### src/rtl/dpram_arbiter_pkg.sv
// dpram_arbiter_pkg: shared widths, requester-ID type and one-hot helper for dpram_arbiter.
// Revision 1.0 - initial release
`default_nettype none

package dpram_arbiter_pkg;

   localparam int AW       = 10;
   localparam int DW       = 8;
   localparam int MAX_NREQ = 4;

   typedef logic [1:0] req_id_t;

   function automatic req_id_t oh2id(input logic [MAX_NREQ-1:0] oh);
      req_id_t id;
      id = '0;
      for (int i = 0; i < MAX_NREQ; i++) begin
         if (oh[i]) id = req_id_t'(i);
      end
      return id;
   endfunction

endpackage

`default_nettype wire

### src/rtl/dpram_arbiter_rr_arbiter.sv
// rr_arbiter: NREQ-wide round-robin picker with one-hot grant and pointer register.
// Macro DPRAM_ARBITER_FIXED_PRIO_EN selects fixed lowest-index priority instead.  Revision 1.0
`default_nettype none

module rr_arbiter #(
   parameter int NREQ = 2,
   parameter int IDW  = 2
) (
   input  logic            clk_i,
   input  logic            rst_i,
   input  logic [NREQ-1:0] req_i,
   input  logic            en_i,
   output logic [NREQ-1:0] pick_o,
   output logic [NREQ-1:0] gnt_o
);

`ifdef DPRAM_ARBITER_FIXED_PRIO_EN
   logic unused_clk_rst;
   assign unused_clk_rst = clk_i ^ rst_i;

   always_comb begin
      pick_o = '0;
      for (int i = NREQ - 1; i >= 0; i--) begin
         if (req_i[i]) begin
            pick_o    = '0;
            pick_o[i] = 1'b1;
         end
      end
   end
`else
   logic [IDW-1:0] ptr_q;
   logic [IDW-1:0] ptr_d;
   logic [IDW-1:0] pick_id;
   logic [IDW-1:0] cand;
   logic           found;

   // Walk the ring starting at the pointer; the first asserted request wins.
   always_comb begin
      pick_o  = '0;
      pick_id = '0;
      found   = 1'b0;
      cand    = ptr_q;
      for (int s = 0; s < NREQ; s++) begin
         for (int j = 0; j < NREQ; j++) begin
            if (!found && req_i[j] && (cand == IDW'(j))) begin
               found     = 1'b1;
               pick_o[j] = 1'b1;
               pick_id   = IDW'(j);
            end
         end
         cand = (cand == IDW'(NREQ - 1)) ? '0 : cand + 1'b1;
      end
   end

   always_comb begin
      ptr_d = ptr_q;
      if (|gnt_o) ptr_d = (pick_id == IDW'(NREQ - 1)) ? '0 : pick_id + 1'b1;
   end

   always_ff @(posedge clk_i) begin
      if (rst_i) ptr_q <= '0;
      else       ptr_q <= ptr_d;
   end
`endif

   assign gnt_o = en_i ? pick_o : '0;

endmodule

`default_nettype wire

### src/rtl/dpram_arbiter.sv
// dpram_arbiter: independent write/read arbitration of NREQ requesters onto one dpram_1024x8.
// Macro DPRAM_ARBITER_FIXED_PRIO_EN switches both ports to fixed priority.  Revision 1.0
`default_nettype none

module dpram_arbiter
   import dpram_arbiter_pkg::*;
#(
   parameter int NREQ = 2,
   parameter int IDW  = 2
) (
   input  logic               CK,
   input  logic               RST,
   input  logic [NREQ-1:0]    wr_req,
   input  logic [NREQ*AW-1:0] wr_addr,
   input  logic [NREQ*DW-1:0] wr_data,
   output logic [NREQ-1:0]    wr_gnt,
   input  logic [NREQ-1:0]    rd_req,
   input  logic [NREQ*AW-1:0] rd_addr,
   output logic [NREQ-1:0]    rd_gnt,
   output logic [NREQ-1:0]    rd_valid,
   output logic [DW-1:0]      rd_data,
   output logic [AW-1:0]      waddr,
   output logic [AW-1:0]      raddr,
   output logic [DW-1:0]      data_in,
   output logic               wen,
   output logic               ren,
   output logic               mem_clk,
   input  logic [DW-1:0]      data_out
);

   logic [NREQ-1:0] wr_pick;
   logic [NREQ-1:0] rd_pick;
   logic [AW-1:0]   wr_win_addr;
   logic [DW-1:0]   wr_win_data;
   logic [AW-1:0]   rd_win_addr;
   logic            collide;
   logic            rd_en;

   logic [AW-1:0]   waddr_q;
   logic [AW-1:0]   raddr_q;
   logic [DW-1:0]   data_in_q;
   logic            rd_pend_q;
   logic            rd_pend_d;
   logic [IDW-1:0]  rd_id_q;
   logic [IDW-1:0]  rd_id_d;

   assign mem_clk = CK;

   rr_arbiter #(.NREQ(NREQ), .IDW(IDW)) u_wr_arb (
      .clk_i  (CK),
      .rst_i  (RST),
      .req_i  (wr_req),
      .en_i   (~RST),
      .pick_o (wr_pick),
      .gnt_o  (wr_gnt)
   );

   rr_arbiter #(.NREQ(NREQ), .IDW(IDW)) u_rd_arb (
      .clk_i  (CK),
      .rst_i  (RST),
      .req_i  (rd_req),
      .en_i   (rd_en),
      .pick_o (rd_pick),
      .gnt_o  (rd_gnt)
   );

   always_comb begin
      wr_win_addr = '0;
      wr_win_data = '0;
      rd_win_addr = '0;
      for (int i = 0; i < NREQ; i++) begin
         if (wr_pick[i]) begin
            wr_win_addr = wr_addr[i*AW +: AW];
            wr_win_data = wr_data[i*DW +: DW];
         end
         if (rd_pick[i]) rd_win_addr = rd_addr[i*AW +: AW];
      end
   end

   // A read that hits the address being written this cycle waits one cycle so it sees the new data.
   assign wen     = |wr_gnt;
   assign collide = wen && (|rd_pick) && (rd_win_addr == wr_win_addr);
   assign rd_en   = ~RST && ~collide;
   assign ren     = |rd_gnt;

   always_comb begin
      waddr   = waddr_q;
      data_in = data_in_q;
      raddr   = raddr_q;
      if (RST) begin
         waddr   = '0;
         data_in = '0;
         raddr   = '0;
      end else begin
         if (wen) begin
            waddr   = wr_win_addr;
            data_in = wr_win_data;
         end
         if (ren) raddr = rd_win_addr;
      end
   end

   assign rd_pend_d = ren;
   assign rd_id_d   = IDW'(oh2id(MAX_NREQ'(rd_gnt)));

   always_ff @(posedge CK) begin
      if (RST) begin
         waddr_q   <= '0;
         raddr_q   <= '0;
         data_in_q <= '0;
         rd_pend_q <= 1'b0;
         rd_id_q   <= '0;
      end else begin
         waddr_q   <= waddr;
         raddr_q   <= raddr;
         data_in_q <= data_in;
         rd_pend_q <= rd_pend_d;
         rd_id_q   <= rd_id_d;
      end
   end

   always_comb begin
      rd_valid = '0;
      for (int i = 0; i < NREQ; i++) begin
         rd_valid[i] = rd_pend_q && ~RST && (rd_id_q == IDW'(i));
      end
   end

   assign rd_data = (|rd_valid) ? data_out : '0;

endmodule

`default_nettype wire

### config.mk
export PLATFORM = sky130hd
export DESIGN_NAME = dpram_arbiter
export DESIGN_NICKNAME = d
export VERILOG_FILES = /design/src/rtl/dpram_arbiter_pkg.sv /design/src/rtl/dpram_arbiter_rr_arbiter.sv /design/src/rtl/dpram_arbiter.sv
export SDC_FILE = /design/constraint.sdc
export NUM_CORES = 1
export LEC_CHECK = 0
export CORE_ASPECT_RATIO = 1.25
export CORE_MARGIN = 2
export CORE_UTILIZATION = 43
export CTS_CLUSTER_DIAMETER = 200
export CTS_CLUSTER_SIZE = 8
export DETAILED_ROUTE_END_ITERATION = 16
export PLACE_DENSITY = 0.88
export SLEW_MARGIN = 20
export SYNTH_ARGS = -nofsm -noshare
export SYNTH_HDL_FRONTEND = slang
export SYNTH_SLANG_ARGS = --single-unit
### constraint.sdc
create_clock -name CK -period 8.4 [get_ports CK]
set_clock_uncertainty 0.2 [all_clocks]
set_input_delay 1.68 -clock CK [delete_from_list [all_inputs] [get_ports CK]]
set_output_delay 1.68 -clock CK [all_outputs]
set_load 0.02 [all_outputs]
==> metrics.txt <==
result of the run=completed; total gr overflow=0; worst hold path type=reg -> reg; share of the synthesized netlist area taken by xor and xnor gates=0.0394; Post-Route WL=7.06 mm; Post-CTS Setup Inserts=0; Synthesis Warnings=0; wire length of the first global-routing pass=11.0 mm; Synth Net Count=352; critical path data required time=6.52 ns; most frequently used flop master after synthesis=sky130_fd_sc_hd__dfxtp_1; final worst slack=0.864 ns; area of the die=0.00576 mm2; Async SR Flop Fraction=0; Slew @ Worst Pin=0.834 ns; average detailed-routed wire length per instance=15.9 um; Fin. Hold Viols=0; Yosys cell types=33; maximum number of pins on one net before global-route repair=48; clock tree from TritonCTS=yes; Net Sw Power=0.185 mW; via/cell ratio=5.90; detailed-route via count=2618; top fanout value on the critical path=23; worst skew pair latency=0.39 ns; gp weighted congestion=0.878; core footprint=0.00504 mm2; width of the die=68.3 um; data arrival time of the critical path=5.66 ns; FMAX=133 MHz; clock edge transition at the registers on the reported setup and hold paths=0.06 ns; hold bufs inserted after CTS=0; Max-cap violations=0; Final HPWL DP=5.07 mm; kind of end point of the critical path=primary output; router iterations before antenna repair=5; average cell area after synthesis=7.88 um2; final cycle utilization of the critical path=0.897; total of endpoints with negative setup slack in the final report=0; Layout Nets=451; Area Overhead vs Synth=55.4%; diodes inserted=0; Simple-Gate Fraction of Synth Area=0.318; Seq cells post-synth=32; share of post-route cells with drive strength above 1=0.0759; total area of multi-input combinational cells=0.00144 mm2; count of port buffers added during placement=114; Leakage Power=1.23 nW; drt drc=0; sequential share of the synthesized area=0.288; antenna-violating nets left=0; max-slew violations=0; area share of fa/ha/maj cells after synthesis=0; setup tns final=0 ns; register share of total power=0.318; initial cell density of the core=0.441; minimum clock period after layout=7.54 ns; top-level I/O count=115; Internal Power=0.365 mW; area used by sequential logic in the layout=641 um2; Worst setup SP type=primary input; number of antenna violations at the first check in global routing=0; dominant combinational cell family by area after synthesis=simple AND/OR/NAND/NOR gates; total power density per cell area=159 mW/mm2; global-route total usage across every layer=0.249; Clock Power Share=0.330; minimum setup slack after placement=0.944 ns; fill cell instance count of the final layout=430; compound-cell area share of the yosys netlist=0.248; mapped cell area=0.00222 mm2; multiplexer area fraction after synthesis=0.0405; number of global-route vias before repair=2386; number of synthesized flops with an enable pin=0; unrepaired setup endpoints after global routing=no; violation count after the first detailed-routing iteration=123; combinational power share=0.351; Worst Path Class, Setup=in -> out; row count=29; VDD IR max=0.122 mV; die boundary height=84.4 um; Gates resized, CTS repair=0; headroom to the max-slew limit=0.442; sw frac=0.336; number of standard cells after synthesis=282
worst max-delay path, stage by stage:
cell	delay, ns
sky130_fd_sc_hd__clkdlybuf4s50_1	0.88
sky130_fd_sc_hd__nand2b_1	0.41
sky130_fd_sc_hd__a32oi_1	0.50
sky130_fd_sc_hd__xor2_1	0.14
sky130_fd_sc_hd__or3_1	0.65
sky130_fd_sc_hd__or4_1	0.66
sky130_fd_sc_hd__nand3_1	0.12
sky130_fd_sc_hd__clkdlybuf4s50_1	0.61
cells in the mapped netlist, types with 2 or more instances:
master                      n  area share
sky130_fd_sc_hd__inv_1      2      0.0034
sky130_fd_sc_hd__nor2b_1    3      0.0084
sky130_fd_sc_hd__nor2_1    41       0.069
sky130_fd_sc_hd__nand3_1   20       0.045
sky130_fd_sc_hd__buf_2      6       0.014
sky130_fd_sc_hd__and2_1    10       0.028
sky130_fd_sc_hd__a211oi_1  24       0.081
sky130_fd_sc_hd__nand2_1   12       0.020
sky130_fd_sc_hd__nor3b_1    9       0.030
sky130_fd_sc_hd__nand2b_1   3      0.0084
sky130_fd_sc_hd__mux2_2     8       0.041
sky130_fd_sc_hd__nor4_1    16       0.045
sky130_fd_sc_hd__a32oi_1   30        0.12
sky130_fd_sc_hd__or4_1      5       0.017
sky130_fd_sc_hd__xnor2_1    4       0.016
sky130_fd_sc_hd__or4_4      6       0.030
sky130_fd_sc_hd__dfxtp_1   32        0.29
sky130_fd_sc_hd__o21ai_0   13       0.029
sky130_fd_sc_hd__xor2_1     6       0.024
sky130_fd_sc_hd__buf_6      3       0.015
sky130_fd_sc_hd__clkbuf_1  17       0.029
power groups by stage:
| stage | Combinational [mW] | Clock, mW | Sequential (mW) |
|---|---|---|---|
| 2_1_floorplan | 0.112 | 0.0139 | 0.175 |
| 3_3_place_gp | 0.189 | 0.0160 | 0.177 |
| 3_5_place_dp | 0.191 | 0.0160 | 0.178 |
| 4_1_cts | 0.193 | 0.183 | 0.175 |
| 5_1_grt | 0.209 | 0.192 | 0.176 |
| 6_report | 0.193 | 0.182 | 0.175 |
kinds of logic (layout without fill, tap and decap cells):
kind of cell    after synthesis  after routing
compound gates               72             72
xor+xnor                     10             10
buf+inv                      30            130
flops                        32             32
mux                           8              8
simple gates                130            130
metrics by stage:
| step | cells | util | power (mW) | hold slack, ns | area (um2) |
|---|---|---|---|---|---|
| detailed placement | 433 | 0.659 | 0.385 | 0.333 | 3320 |
| floorplan | 282 | - | 0.301 | 0.309 | 2220 |
| global placement | 433 | 0.659 | 0.382 | 0.322 | 3320 |
| finish | 444 | 0.685 | 0.550 | 0.342 | 3450 |
| CTS | 444 | 0.685 | 0.550 | 0.342 | 3450 |
| global route | 444 | 0.685 | 0.577 | 0.363 | 3450 |
cell type report:
type	count	area share
Tap cell	62	0.0225
Sequential cell	32	0.186
Timing Repair Buffer	116	0.333
Multi-Input combinational cell	220	0.416
Clock buffer	12	0.0409
Inverter	2	0.00217
flip-flops by register name, indices dropped and copies added (netlist names):
name	flops
u_wr_arb.ptr_q	1
data_in_q	8
waddr_q	10
u_rd_arb.ptr_q	1
raddr_q	10
rd_id_q	1
rd_pend_q	1
final timing paths:
check / from / endpoint / slack, ns / cells past startpoint
max: wr_req[0] / raddr[9] / 0.86 / 8
min: waddr_q[8] / waddr_q[8] / 0.34 / 2
max reg2reg: u_wr_arb.ptr_q[0] / raddr_q[9] / 5.16 / 6
min reg2reg: waddr_q[8] / waddr_q[8] / 0.34 / 2
cell usage in the layout (no fill, tap or decap):
cell type | synthesis | routed
sky130_fd_sc_hd__a22o_1 | 1 | 1
sky130_fd_sc_hd__nand2b_1 | 3 | 3
sky130_fd_sc_hd__o21ai_1 | 0 | 1
sky130_fd_sc_hd__xor2_1 | 6 | 6
sky130_fd_sc_hd__a21boi_1 | 1 | 1
sky130_fd_sc_hd__mux2_2 | 8 | 8
sky130_fd_sc_hd__or3b_1 | 1 | 1
sky130_fd_sc_hd__xnor2_1 | 4 | 4
sky130_fd_sc_hd__nor2_2 | 0 | 1
sky130_fd_sc_hd__and2_1 | 10 | 10
sky130_fd_sc_hd__nor4b_1 | 1 | 1
sky130_fd_sc_hd__nor4_1 | 16 | 16
sky130_fd_sc_hd__clkdlybuf4s50_1 | 0 | 113
sky130_fd_sc_hd__nor2_1 | 41 | 40
sky130_fd_sc_hd__a32oi_1 | 30 | 30
sky130_fd_sc_hd__nor3b_1 | 9 | 9
sky130_fd_sc_hd__dfxtp_1 | 32 | 32
sky130_fd_sc_hd__nand3_1 | 20 | 20
sky130_fd_sc_hd__buf_2 | 6 | 1
sky130_fd_sc_hd__clkbuf_8 | 0 | 9
sky130_fd_sc_hd__o311a_1 | 1 | 1
sky130_fd_sc_hd__clkbuf_1 | 17 | 2
sky130_fd_sc_hd__or4_4 | 6 | 6
sky130_fd_sc_hd__or3_1 | 1 | 1
sky130_fd_sc_hd__buf_4 | 1 | 3
sky130_fd_sc_hd__a21oi_1 | 1 | 1
sky130_fd_sc_hd__or4_1 | 5 | 5
sky130_fd_sc_hd__nand4_1 | 1 | 1
sky130_fd_sc_hd__inv_1 | 2 | 2
sky130_fd_sc_hd__o21ai_0 | 13 | 12
sky130_fd_sc_hd__nand2_1 | 12 | 12
sky130_fd_sc_hd__nor3_1 | 1 | 1
sky130_fd_sc_hd__a211oi_1 | 24 | 24
sky130_fd_sc_hd__a21boi_2 | 1 | 1
sky130_fd_sc_hd__nor2b_1 | 3 | 3
metal layers:
metal	up-vias	wire length (um)	global-route usage
met5	-	0	0
met4	0	232	0.125
met3	24	622	0.0831
met2	130	3440	0.407
met1	1181	2770	0.280
li1	1283	-	-
Power figures use the tool's default switching activity.
